### config.mk
export PLATFORM = sky130hd
export DESIGN_NAME = boot_mem_sequencer
export DESIGN_NICKNAME = d
export VERILOG_FILES = /design/src/rtl/boot_mem_sequencer.sv
export SDC_FILE = /design/constraint.sdc
export NUM_CORES = 1
export LEC_CHECK = 0
export ABC_AREA = 1
export BUFFER_PORTS_ARGS = -buffer_cell sky130_fd_sc_hd__buf_2
export CORE_MARGIN = 5
export CORE_UTILIZATION = 41
export CTS_BUF_LIST = sky130_fd_sc_hd__clkbuf_16
export DETAILED_ROUTE_END_ITERATION = 6
export MAX_ROUTING_LAYER = met4
export PLACE_DENSITY_LB_ADDON = 0.3
export REMOVE_ABC_BUFFERS = 1
export SLEW_MARGIN = 25
export SYNTH_ARGS = -nofsm -noshare
export SYNTH_HDL_FRONTEND = slang
export SYNTH_SLANG_ARGS = --single-unit
### constraint.sdc
create_clock -name clk -period 3.6 [get_ports clk]
set_input_delay 0.72 -clock clk [delete_from_list [all_inputs] [get_ports clk]]
set_output_delay 0.72 -clock clk [all_outputs]
set_load 0.05 [all_outputs]
### src/rtl/boot_mem_sequencer.sv
// Boot sequencer owning the instruction-memory port: loader writes in LOAD, CPU fetches (1-cycle, no backpressure) in RUN.
// Define BOOT_TIMEOUT_EN to fall back to the resident image after TIMEOUT_CYC idle cycles in LOAD.
`timescale 1ns/1ps
module boot_mem_sequencer #(
  parameter int ADDR_W      = 15,
  parameter int DATA_W      = 32,
  parameter int SETTLE_CYC  = 16,
  parameter int TIMEOUT_CYC = 1 << 24
) (
  input  logic              clk,
  input  logic              rst_n,
  input  logic              boot_sel_i,
  input  logic              reboot_req_i,
  output logic              ldr_rst_n_o,
  output logic              ldr_boot_en_o,
  input  logic              ldr_boot_done_i,
  input  logic              ldr_we_i,
  input  logic [ADDR_W-1:0] ldr_waddr_i,
  input  logic [DATA_W-1:0] ldr_wdata_i,
  input  logic              cpu_re_i,
  input  logic [ADDR_W-1:0] cpu_addr_i,
  output logic [DATA_W-1:0] cpu_rdata_o,
  output logic              cpu_rvalid_o,
  output logic              mem_en_o,
  output logic              mem_we_o,
  output logic [ADDR_W-3:0] mem_addr_o,
  output logic [DATA_W-1:0] mem_wdata_o,
  input  logic [DATA_W-1:0] mem_rdata_i,
  output logic              cpu_rst_n_o,
  output logic [13:0]       boot_words_o,
  output logic              ldr_err_o,
  output logic              boot_timeout_o
);

  typedef enum logic [2:0] {HOLD, LDR_RST, LOAD, SETTLE, RUN} state_e;

  localparam int CNT_W = (SETTLE_CYC > 2) ? $clog2(SETTLE_CYC) : 1;
  localparam logic [CNT_W-1:0] SETTLE_INIT = CNT_W'(SETTLE_CYC - 1);

  state_e           state_q, state_d;
  logic [CNT_W-1:0] cnt_q, cnt_d;
  logic [13:0]      words_q, words_d;
  logic             err_q, rvalid_q, cpu_rst_n_q, ldr_rst_n_q;
  logic             tmo_hit;
  logic             unused_ok;

  assign unused_ok = ^{ldr_waddr_i[1:0], cpu_addr_i[1:0]};

`ifdef BOOT_TIMEOUT_EN
  logic [23:0] idle_q;
  logic        tmo_q;

  assign tmo_hit = (state_q == LOAD) && !ldr_we_i &&
                   (({1'b0, idle_q} + 25'd1) == 25'(TIMEOUT_CYC));

  // Idle count is zero whenever outside LOAD, which also covers LOAD entry.
  always_ff @(posedge clk or negedge rst_n) begin
    if (!rst_n) begin
      idle_q <= '0;
      tmo_q  <= 1'b0;
    end else begin
      idle_q <= (state_q != LOAD || ldr_we_i) ? '0 : idle_q + 24'd1;
      if (tmo_hit && !ldr_boot_done_i) tmo_q <= 1'b1;
    end
  end
  assign boot_timeout_o = tmo_q;
`else
  logic [31:0] unused_tmo;
  assign unused_tmo     = TIMEOUT_CYC;
  assign tmo_hit        = 1'b0;
  assign boot_timeout_o = 1'b0;
`endif

  always_comb begin
    state_d = state_q;
    cnt_d   = cnt_q;
    case (state_q)
      HOLD: begin
        if (boot_sel_i) begin
          state_d = LOAD;
        end else begin
          state_d = SETTLE;
          cnt_d   = SETTLE_INIT;
        end
      end
      LDR_RST: begin
        if (cnt_q == '0) state_d = LOAD;
        else             cnt_d   = cnt_q - CNT_W'(1);
      end
      LOAD: begin
        if (ldr_boot_done_i || tmo_hit) begin
          state_d = SETTLE;
          cnt_d   = SETTLE_INIT;
        end
      end
      SETTLE: begin
        if (cnt_q == '0) state_d = RUN;
        else             cnt_d   = cnt_q - CNT_W'(1);
      end
      RUN: begin
        // Two LDR_RST cycles: counter loaded with 1, leaves at zero.
        if (reboot_req_i) begin
          state_d = LDR_RST;
          cnt_d   = CNT_W'(1);
        end
      end
      default: state_d = HOLD;
    endcase
  end

  always_comb begin
    words_d = words_q;
    if (state_q != LOAD && state_d == LOAD) begin
      words_d = '0;
    end else if (state_q == LOAD && ldr_we_i && words_q != 14'h3FFF) begin
      words_d = words_q + 14'd1;
    end
  end

  always_comb begin
    mem_en_o    = 1'b0;
    mem_we_o    = 1'b0;
    mem_addr_o  = '0;
    mem_wdata_o = '0;
    if (state_q == LOAD) begin
      mem_en_o    = ldr_we_i;
      mem_we_o    = ldr_we_i;
      mem_addr_o  = ldr_waddr_i[ADDR_W-1:2];
      mem_wdata_o = ldr_wdata_i;
    end else if (state_q == RUN) begin
      mem_en_o   = cpu_re_i;
      mem_addr_o = cpu_addr_i[ADDR_W-1:2];
    end
  end

  always_ff @(posedge clk or negedge rst_n) begin
    if (!rst_n) begin
      state_q     <= HOLD;
      cnt_q       <= '0;
      words_q     <= '0;
      err_q       <= 1'b0;
      rvalid_q    <= 1'b0;
      cpu_rst_n_q <= 1'b0;
      ldr_rst_n_q <= 1'b0;
    end else begin
      state_q     <= state_d;
      cnt_q       <= cnt_d;
      words_q     <= words_d;
      err_q       <= err_q | (ldr_we_i && state_q != LOAD);
      rvalid_q    <= (state_q == RUN) && cpu_re_i;
      cpu_rst_n_q <= (state_d == RUN);
      ldr_rst_n_q <= (state_d != LDR_RST);
    end
  end

  // Memory read data arrives one cycle after the request, aligned with rvalid.
  assign cpu_rdata_o   = rvalid_q ? mem_rdata_i : '0;
  assign cpu_rvalid_o  = rvalid_q;
  assign cpu_rst_n_o   = cpu_rst_n_q;
  assign ldr_rst_n_o   = ldr_rst_n_q;
  assign ldr_boot_en_o = (state_q == LOAD);
  assign boot_words_o  = words_q;
  assign ldr_err_o     = err_q;

endmodule

==> results.ini <==
[status]
outcome=complete, no violations

[pwr]
share_seq_of_total_power_pct=18.5
leakagePower_uw=0.002384
switching_share_pct=61.21
intPower_uw=808.8
power.clock.fraction_pct=11.9
power_density_nw_per_um2=642.8
combinationalPowerShare_pct=69.6
post-layout-total-power_uw=2085
vdd_ir_drop_max_v=0.0006058
netSwitchingPower_uw=1276

[logic_synthesis]
synth-seq-area-share_pct=28.65
yosys.area.top_type=sky130_fd_sc_hd__dfrtp_1
synth_edf_count=0
flops_latches_synth=25
synth_common_cells=sky130_fd_sc_hd__nand2_1 (108), sky130_fd_sc_hd__inv_1 (104), sky130_fd_sc_hd__nor2_1 (58)
yosys_warnings=0
yosysUniqueCellTypes=28
syn-cell-area_um2=2183
synth_largest_type_area_fraction_pct=28.65
synth_most_common_cell=sky130_fd_sc_hd__nand2_1
synthesis.instances=374
syn-mean-instance-area_um2=5.838
ys.flop_type=sky130_fd_sc_hd__dfrtp_1
async_flop_share_pct=100.0
main_area_contributors_after_synthesis=sky130_fd_sc_hd__dfrtp_1 (29%), sky130_fd_sc_hd__nand2_1 (19%), sky130_fd_sc_hd__inv_1 (18%)

[clock_network]
number_of_hold_buffers_added_after_cts=0
clock_insertion_delay_worst_skew_ps=260
cts_made_buffers=3
cts_buffer_depth=2
post_cts.repair.setup_buffers=0
clk_transition_reported_paths_ps=60
htree_levels=1
cts-root-buf=sky130_fd_sc_hd__clkbuf_16
cts_tree=built
post_cts_resize_count=0
cts.sink_count=25

[setup_path]
critPathCaptureType=primary output
startpoint=state_q[2]
worst_setup_path_start_kind=flip-flop
reg2reg_from=state_q[2]
worst_r2r_path_depth=7
crit_required_ps=2880
class_of_the_most_critical_setup_path=flip-flop to primary output
critPathMaxFanout=35
setup.worst_path.end=mem_addr_o[0]
arrival_ps=2260
r2r_setup_slack_ps=1320
reg2reg_to=cnt_q[0]

[timing]
slew-limit-headroom_pct=41.97
finalMaxSlewViolations=0
max_clock_freq_ghz=0.3358
hold_viol_final=0
setup_repair_after_global_routing_missed_its_margin=no
post-route-min-period_ps=2978
tns_ps=0
skew_ps=2.124
final.period_utilization_pct=82.72
setup_violations=0
layout_setup_ws_ps=621.9
worstMarginPinSlew_ps=870.5

[cells_and_area]
syn_to_final_growth_pct=48.54
fin_cells=630
drive_gt1_share_pct=37.28
final_core_utilization_pct=63.10
nFillCells=519
nets=662

[global_route]
grt_use_met2_pct=39.58
grt.busiest_layer=met2
grt_pass1_wl_mm=13.34
global_route.usage.met1_pct=30.35
first_global_vias=2639
grt_max_degree=36
grt_overflow=0
global_route.usage.met3_pct=6.139
track_usage_pct=24.13
antenna_found_initial=2

[floorplan]
boundaryPins=200
floorplan.die_area_um2=6885
die_width_um=82.98
die_h_um=82.98
fp-row-count=26
floorplan.core_area_um2=5140
start_util_pct=42.48

[placed_design]
gp_congestion=0.9490
place_hpwl_mm=6.910
numPortBuffers=194
numPlacedInstances=624
dpl_worst_slack_ps=938.9

[drt]
detail_route.wirelength_mm=8.338
route.detailed.vias_per_inst=4.492
wl_per_cell_um=13.23
detailedRoute.firstIterationViolations=109
detailroute.via_count=2830
firstDrtPassIters=4
drc_errors=0
antenna_violating_nets_post_route=0

[worst_hold_path]
path_type_of_the_worst_min_delay_path=input pin to async pin

[run]
drv_cap=0

## final cells by class
class | count | area, um^2 | area share, %
Sequential cell | 25 | 625.6 | 19.29
Inverter | 107 | 402.9 | 12.42
Timing Repair Buffer | 194 | 970.9 | 29.94
Antenna cell | 2 | 5.005 | 0.1543
Tap cell | 70 | 87.58 | 2.701
Clock inverter | 1 | 3.754 | 0.1157
Multi-Input combinational cell | 228 | 1072 | 33.06
Clock buffer | 3 | 75.07 | 2.315
## metal layers
metal | part of all wire, % | vias to the layer above
li1 | - | 1462
met2 | 48 | 142
met3 | 8.4 | 10
met1 | 42 | 1216
met4 | 1.2 | 0
met5 | 0 | -
## cells in the final DEF (no fill, tap or decap), types with 2 or more instances in the layout
master,netlist,layout
sky130_fd_sc_hd__inv_1,104,105
sky130_fd_sc_hd__o21ai_1,5,5
sky130_fd_sc_hd__nand4_1,4,4
sky130_fd_sc_hd__diode_2,0,2
sky130_fd_sc_hd__nand2_1,108,108
sky130_fd_sc_hd__nor2_4,2,2
sky130_fd_sc_hd__o21ai_0,5,5
sky130_fd_sc_hd__nand3_1,16,16
sky130_fd_sc_hd__nor2_2,3,3
sky130_fd_sc_hd__dfrtp_1,25,25
sky130_fd_sc_hd__buf_2,0,194
sky130_fd_sc_hd__a32o_1,13,13
sky130_fd_sc_hd__inv_2,2,2
sky130_fd_sc_hd__nand3b_1,2,2
sky130_fd_sc_hd__nor2_1,58,58
sky130_fd_sc_hd__clkbuf_16,0,3
sky130_fd_sc_hd__ha_1,2,2
sky130_fd_sc_hd__a21oi_1,2,2
## state kept, by name, indices dropped and copies added, names as in the netlist
| register | flops |
|---|---|
| cnt_q | 4 |
| cpu_rst_n_o | 1 |
| boot_words_o | 14 |
| cpu_rvalid_o | 1 |
| ldr_rst_n_o | 1 |
| ldr_err_o | 1 |
| state_q | 3 |
## cell families after synthesis
group                    Yosys count  share of synthesized area (%)
AND/OR/NAND/NOR                  196                          37.54
buffers and inverters            121                          22.23
AO/OA/AOI/OAI                     27                          9.455
flip-flops                        25                          28.65
XOR/XNOR                           2                         0.8024
adder cells (fa/ha/maj)            2                          1.146
other                              1                         0.1718
## through the flow
stage	instance area [um^2]	hold slack, ps
2_1_floorplan	2101	424.4
3_3_place_gp	3159	458.3
3_5_place_dp	3159	477.5
4_1_cts	3238	473.6
5_1_grt	3243	496.9
6_report	3243	452.5
## worst max-delay path, stage by stage, from the launching register on
cell                       delay, ps
sky130_fd_sc_hd__dfrtp_1         730
sky130_fd_sc_hd__clkinv_2        200
sky130_fd_sc_hd__nand3_4         370
sky130_fd_sc_hd__inv_2           220
sky130_fd_sc_hd__a32o_1          270
sky130_fd_sc_hd__buf_2           210
## power groups by stage
stage               logic (uW)  clock network [uW]  registers, uW
floorplan                 1040                   0            435
CTS                       1460                 250            386
finish                    1450                 248            387
global placement          1420                   0            388
detailed placement        1440                   0            389
global route              1560                 267            394
## worst min path at each step
stage	startpoint	end	slack, ps
floorplan	rst_n	boot_words_o[0]	420
global placement	ldr_err_o	ldr_err_o	460
detailed placement	ldr_err_o	ldr_err_o	480
CTS	rst_n	boot_words_o[12]	470
global route	rst_n	boot_words_o[13]	500
finish	rst_n	boot_words_o[13]	450
No activity file was read; power rests on OpenSTA's default activity.
